File: src/rtl/fine_track_seq.sv
// Bring-up sequencer for the fine frequency tracking loop: aux calibration,
// coarse gear, fine gear and lock, judged on the fed-back oscillator code every EVAL_PERIOD cycles.
module fine_track_seq #(
  parameter int         AUX_CYCLES  = 64,
  parameter int         EVAL_PERIOD = 256,
  parameter int         LOCK_TOL    = 2,
  parameter int         UNLOCK_TOL  = 8,
  parameter int         GEAR_STABLE = 4,
  parameter int         LOCK_STABLE = 8,
  parameter logic [4:0] COARSE_WIN  = 5'd1
) (
  input  logic        ref_clk,
  input  logic        rst,
  input  logic        seq_en,
  input  logic [12:0] osc_code,
  input  logic [4:0]  win_sel_cfg,
  input  logic [3:0]  step_hi_cfg,
  input  logic [3:0]  step_lo_cfg,
  output logic        aux_osc_en,
  output logic        fftl_en,
  output logic [4:0]  fine_control_avg_window_select,
  output logic [3:0]  fine_con_step_size,
  output logic        lock,
  output logic        relock_pulse,
  output logic [2:0]  state
);

  typedef enum logic [2:0] {
    S_IDLE    = 3'd0,
    S_AUX_CAL = 3'd1,
    S_COARSE  = 3'd2,
    S_FINE    = 3'd3,
    S_LOCKED  = 3'd4
  } state_t;

  localparam int               CNT_MAX        = (AUX_CYCLES > EVAL_PERIOD) ? AUX_CYCLES : EVAL_PERIOD;
  localparam int               CNT_W          = $clog2(CNT_MAX);
  localparam logic [CNT_W-1:0] AUX_LAST       = CNT_W'(AUX_CYCLES - 1);
  localparam logic [CNT_W-1:0] EVAL_LAST      = CNT_W'(EVAL_PERIOD - 1);
  localparam logic [12:0]      LOCK_TOL_C     = 13'(LOCK_TOL);
  localparam logic [12:0]      UNLOCK_TOL_C   = 13'(UNLOCK_TOL);
  localparam logic [3:0]       GEAR_STABLE_C  = 4'(GEAR_STABLE);
  localparam logic [3:0]       LOCK_STABLE_C  = 4'(LOCK_STABLE);
  localparam logic [12:0]      CODE_MAX       = '1;

  state_t           r_state;
  logic [CNT_W-1:0] r_cnt;
  logic [12:0]      r_prev;
  logic             r_prev_valid;
  logic [3:0]       r_stable;
  logic             r_aux_osc_en;
  logic             r_fftl_en;
  logic [4:0]       r_win;
  logic [3:0]       r_step;
  logic             r_lock;
  logic             r_relock;

  state_t      w_next;
  logic        w_in_track;
  logic        w_tick;
  logic        w_cmp;
  logic        w_rail;
  logic        w_settled;
  logic        w_jump;
  logic [12:0] w_delta;
  logic [3:0]  w_stable_inc;
  logic [3:0]  w_stable_next;

  always_comb begin
    // NOTE: every signal gets a value before the case so no path leaves one unassigned (no latch).
    w_in_track    = (r_state == S_COARSE) || (r_state == S_FINE) || (r_state == S_LOCKED);
    w_tick        = w_in_track && (r_cnt == EVAL_LAST);
    w_cmp         = w_tick && r_prev_valid;
    w_delta       = (osc_code >= r_prev) ? (osc_code - r_prev) : (r_prev - osc_code);
    w_settled     = (w_delta <= LOCK_TOL_C);
    w_jump        = (w_delta > UNLOCK_TOL_C);
    w_rail        = (osc_code == 13'd0) || (osc_code == CODE_MAX);
    w_stable_inc  = (r_stable == 4'hF) ? r_stable : r_stable + 4'd1;
    w_stable_next = w_settled ? w_stable_inc : 4'd0;
    w_next        = r_state;

    case (r_state)
      S_IDLE:    w_next = S_AUX_CAL;
      S_AUX_CAL: if (r_cnt == AUX_LAST) w_next = S_COARSE;
      S_COARSE:  if (w_cmp && (w_stable_next >= GEAR_STABLE_C)) w_next = S_FINE;
      S_FINE: begin
        if (w_tick && w_rail)                                   w_next = S_COARSE;
        else if (w_cmp && (w_stable_next >= LOCK_STABLE_C))     w_next = S_LOCKED;
      end
      S_LOCKED:  if (w_tick && (w_rail || (r_prev_valid && w_jump))) w_next = S_COARSE;
      default:   w_next = S_IDLE;
    endcase

    // Disable beats every other event, including a same-cycle unlock.
    if (!seq_en) w_next = S_IDLE;
  end

  always_ff @(posedge ref_clk or posedge rst) begin
    if (rst) begin
      r_state      <= S_IDLE;
      r_cnt        <= '0;
      r_prev       <= '0;
      r_prev_valid <= 1'b0;
      r_stable     <= '0;
      r_aux_osc_en <= 1'b0;
      r_fftl_en    <= 1'b0;
      r_win        <= '0;
      r_step       <= '0;
      r_lock       <= 1'b0;
      r_relock     <= 1'b0;
    end else begin
      r_state <= w_next;

      if ((w_next != r_state) || w_tick || (w_next == S_IDLE)) r_cnt <= '0;
      else                                                   r_cnt <= r_cnt + 1'b1;

      if (w_tick) begin
        r_prev       <= osc_code;
        r_prev_valid <= 1'b1;
        if (r_prev_valid) r_stable <= w_stable_next;
      end

      // NOTE: these entry clears are non-blocking and come later, so they override the tick update above.
      if (w_next != r_state) begin
        if ((w_next == S_COARSE) || (w_next == S_IDLE)) begin
          r_prev_valid <= 1'b0;
          r_stable     <= '0;
        end else if (w_next == S_FINE) begin
          r_stable <= '0;
        end
      end

      r_relock     <= (w_next == S_COARSE) && ((r_state == S_FINE) || (r_state == S_LOCKED));
      r_lock       <= (w_next == S_LOCKED);
      r_aux_osc_en <= (w_next != S_IDLE);
      r_fftl_en    <= (w_next == S_COARSE) || (w_next == S_FINE) || (w_next == S_LOCKED);

      case (w_next)
        S_COARSE: begin
          r_step <= step_hi_cfg;
          r_win  <= COARSE_WIN;
        end
        S_FINE, S_LOCKED: begin
          r_step <= step_lo_cfg;
          r_win  <= win_sel_cfg;
        end
        default: begin
          r_step <= '0;
          r_win  <= '0;
        end
      endcase
    end
  end

  assign state                          = r_state;
  assign aux_osc_en                     = r_aux_osc_en;
  assign fftl_en                        = r_fftl_en;
  assign fine_control_avg_window_select = r_win;
  assign fine_con_step_size             = r_step;
  assign lock                           = r_lock;
  assign relock_pulse                   = r_relock;

endmodule

File: config.mk
export PLATFORM = sky130hd
export DESIGN_NAME = fine_track_seq
export DESIGN_NICKNAME = d
export VERILOG_FILES = /design/src/rtl/fine_track_seq.sv
export SDC_FILE = /design/constraint.sdc
export NUM_CORES = 1
export LEC_CHECK = 0
export ABC_AREA = 1
export CAP_MARGIN = 0
export CORE_AREA = 2 2 85 104
export CTS_BUF_LIST = sky130_fd_sc_hd__clkbuf_4 sky130_fd_sc_hd__clkbuf_8 sky130_fd_sc_hd__clkbuf_16
export DETAILED_ROUTE_END_ITERATION = 6
export DIE_AREA = 0 0 87 106
export PLACE_DENSITY = 0.78
export SLEW_MARGIN = 10
export SYNTH_ARGS = -nofsm -noshare
export SYNTH_HDL_FRONTEND = slang
export SYNTH_SLANG_ARGS = --single-unit
File: constraint.sdc
create_clock -name ref_clk -period 7.9 [get_ports ref_clk]
set_input_delay 1.58 -clock ref_clk [delete_from_list [all_inputs] [get_ports ref_clk]]
set_output_delay 1.58 -clock ref_clk [all_outputs]
set_load 0.01 [all_outputs]
==> summary.txt <==
CTS tree -> yes
final core utilization -> 0.5584
placed cells -> 762
latest clock arrival within the worst-skew pair -> 0.32 ns
Pwr Density -> 100.4 mW/mm^2
CTS Buffer Depth -> 2
status -> finished clean
Post-Layout Cell Count -> 770
crit path max fanout -> 13
multi-input logic area -> 0.002439 mm^2
Post-DRT Antenna Nets -> 0
IO Pins -> 45
Syn Area/Cell -> 6.389 um^2
Final Slew Violations -> 0
CTS sink cnt -> 42
cells after synthesis -> 628
CTS Buf Count -> 5
leading cell type in the layout, fill and taps excluded -> nand2_1
min Tclk post-route -> 5.046 ns
core area -> 0.008287 mm^2
most frequent cells in the layout -> nand2_1, inv_1, nand3_1, clkdlybuf4s50_1, dfrtp_1
Synth Register Bits -> 42
total wire length -> 10710 um
Final Skew -> 0.01072 ns
Leak Pwr -> 2.639 nW
Vias -> 4052
Tcrit/Tclk final -> 0.6387
Max-cap violations -> 0
sum of negative setup slack -> 0 ns
Fin. Hold Viols -> 0
Worst Path Arrival -> 5.27 ns
CP max stage delay -> 0.63 ns
cell family with most CP delay -> simple AND/OR/NAND/NOR gates
Clk pin slew, worst setup/hold paths -> 0.09 ns
CP bufs+invs -> 3
Fillers -> 793
DRT Pass-1 Iters -> 5
Post-Syn Area -> 0.004013 mm^2
share of cells above drive strength 1 -> 0.07727
DIE AREA -> 0.009222 mm^2
f_max -> 198.2 MHz
P&R area growth vs syn -> 15.31%
DRC -> 0
GRT overflow -> 0
largest net degree at the start of global routing -> 43
number of library cell types mapped by synthesis -> 40
Critical Path Slowest Stage Cell -> clkdlybuf4s50_1
Final #Nets -> 730
required time worst endpoint -> 8.12 ns
Root Driver -> clkbuf_8
antenna violations before repair -> 0
Avg Vias per Cell -> 5.262
die height -> 106 um
vias in the first global route -> 3873
post-CTS sizing -> 0
register area share after synthesis -> 0.2619
RSZ-0062 raised after global routing -> no
most repeated library cell on the critical path -> nand2_1
pre-CTS setup slack -> 2.591 ns
Ant. Diodes -> 0
Initial Util -> 0.4842
DPL Wire Length -> 8678 um
setup violators final -> 0
syn_nets -> 686
count of input and output buffers -> 44
Routability Congestion -> 0.9792
Ys Warns -> 0
VDD IR-drop max -> 102.7 uV
wire length of the first global-routing pass -> 17780 um
post-CTS setup buffer count -> 0
CP endpoint kind -> flop
Final WS setup -> 2.854 ns
register area -> 0.001051 mm^2
Setup CP Type -> in -> reg
Row Count -> 37
Max-slew headroom -> 0.3972
wire length per cell -> 13.91 um
CTS H-tree lvls -> 2
cts hold-fix bufs -> 0
Hold Crit Class -> reg -> reg
Setup crit start kind -> input pin
initial DRC count -> 223
total track usage -> 0.2445
Slew @ Worst Pin -> 0.9021 ns
DIE WIDTH -> 87 um
[per-stage QoR]
step / cell area, um^2 / power [mW] / hold WS (ns)
final: 4627 / 0.4644 / 0.4869
after global routing: 4627 / 0.4882 / 0.5118
after CTS: 4627 / 0.4667 / 0.4911
after detailed placement: 4539 / 0.3194 / 0.4783
after global placement: 4539 / 0.3182 / 0.4665
after floorplan: 4013 / 0.2831 / 0.4427
[power by group]
group          switching [mW]  total, mW  leakage, nW  internal (mW)
Combinational          0.0619     0.0987         2.08         0.0369
Sequential            0.00133      0.217        0.513          0.216
Clock                  0.0860      0.148       0.0483         0.0623
Total                   0.149      0.464         2.64          0.315
[cell usage after synthesis, drive strengths merged]
library cell	count	area, um^2
nor3	6	30.03
o41ai	1	8.760
a21boi	1	7.510
o22ai	1	6.260
o21ai	27	135.1
buf	5	31.28
nand4	28	196.4
clkbuf	3	11.26
nor4	3	18.77
fa	2	40.04
dfrtp	42	1051
a211oi	1	7.510
a41oi	1	8.760
inv	128	480.5
xnor2	3	26.28
nand2	217	842.1
o21bai	3	26.27
nor2	53	272.8
nand3	48	275.3
xor2	10	87.58
a21oi	14	85.09
or2	1	6.260
and2	3	20.02
ha	27	337.8
[logic make-up (layout without fill, tap and decap cells)]
logic type | Yosys count | count (layout) | synth area share
buf+inv | 136 | 181 | 0.1303
compound gates | 49 | 49 | 0.07110
flops | 42 | 42 | 0.2619
simple gates | 359 | 359 | 0.4141
xor+xnor | 13 | 13 | 0.02838
fa+ha+maj | 29 | 29 | 0.09417
[path summary, 6_finish.rpt]
path | from | endpoint | slack [ns] | depth (start not counted)
worst max register to register | r_cnt[0] | r_stable[2] | 4.42 | 18
min in group asynchronous | rst | r_prev[10] | 1.68 | 3
worst min-delay path | r_cnt[0] | r_cnt[0] | 0.49 | 1
max in group asynchronous | rst | r_cnt[5] | 5.84 | 3
worst max-delay path | osc_code[2] | r_stable[2] | 2.85 | 25
worst min register to register | r_cnt[0] | r_cnt[0] | 0.49 | 1
[layout make-up]
class | count | area share
multi-input cells | 450 | 0.5270
flip-flops and latches | 42 | 0.2272
inverters | 128 | 0.1038
repair buffers | 45 | 0.09681
well taps | 97 | 0.02623
clock buffers | 5 | 0.01487
clock inverters | 3 | 0.004056
[flip-flops by register name (all words and copies together), names as in the netlist]
| name | cells |
|---|---|
| state | 3 |
| fftl_en | 1 |
| fine_con_step_size | 4 |
| r_prev_valid | 1 |
| r_cnt | 8 |
| r_stable | 4 |
| r_prev | 13 |
| relock_pulse | 1 |
| fine_control_avg_window_select | 5 |
| aux_osc_en | 1 |
| lock | 1 |
[worst reg2reg max path, delay by kind of cell (launching register included)]
kind | cells | cell delay, ns
adder cells (fa/ha/maj) | 1 | 0.20
AND/OR/NAND/NOR | 14 | 2.46
AO/OA/AOI/OAI | 1 | 0.17
flip-flops | 1 | 0.40
buffers and inverters | 2 | 0.17
[layer usage]
layer	vias to the layer above	GRT usage	wire length, um
met5	-	0	0
met4	0	0.1016	310
met3	25	0.04425	516
met2	115	0.4073	5260
met1	1873	0.3074	4624
li1	2039	-	-
Power figures use the tool's default switching activity.
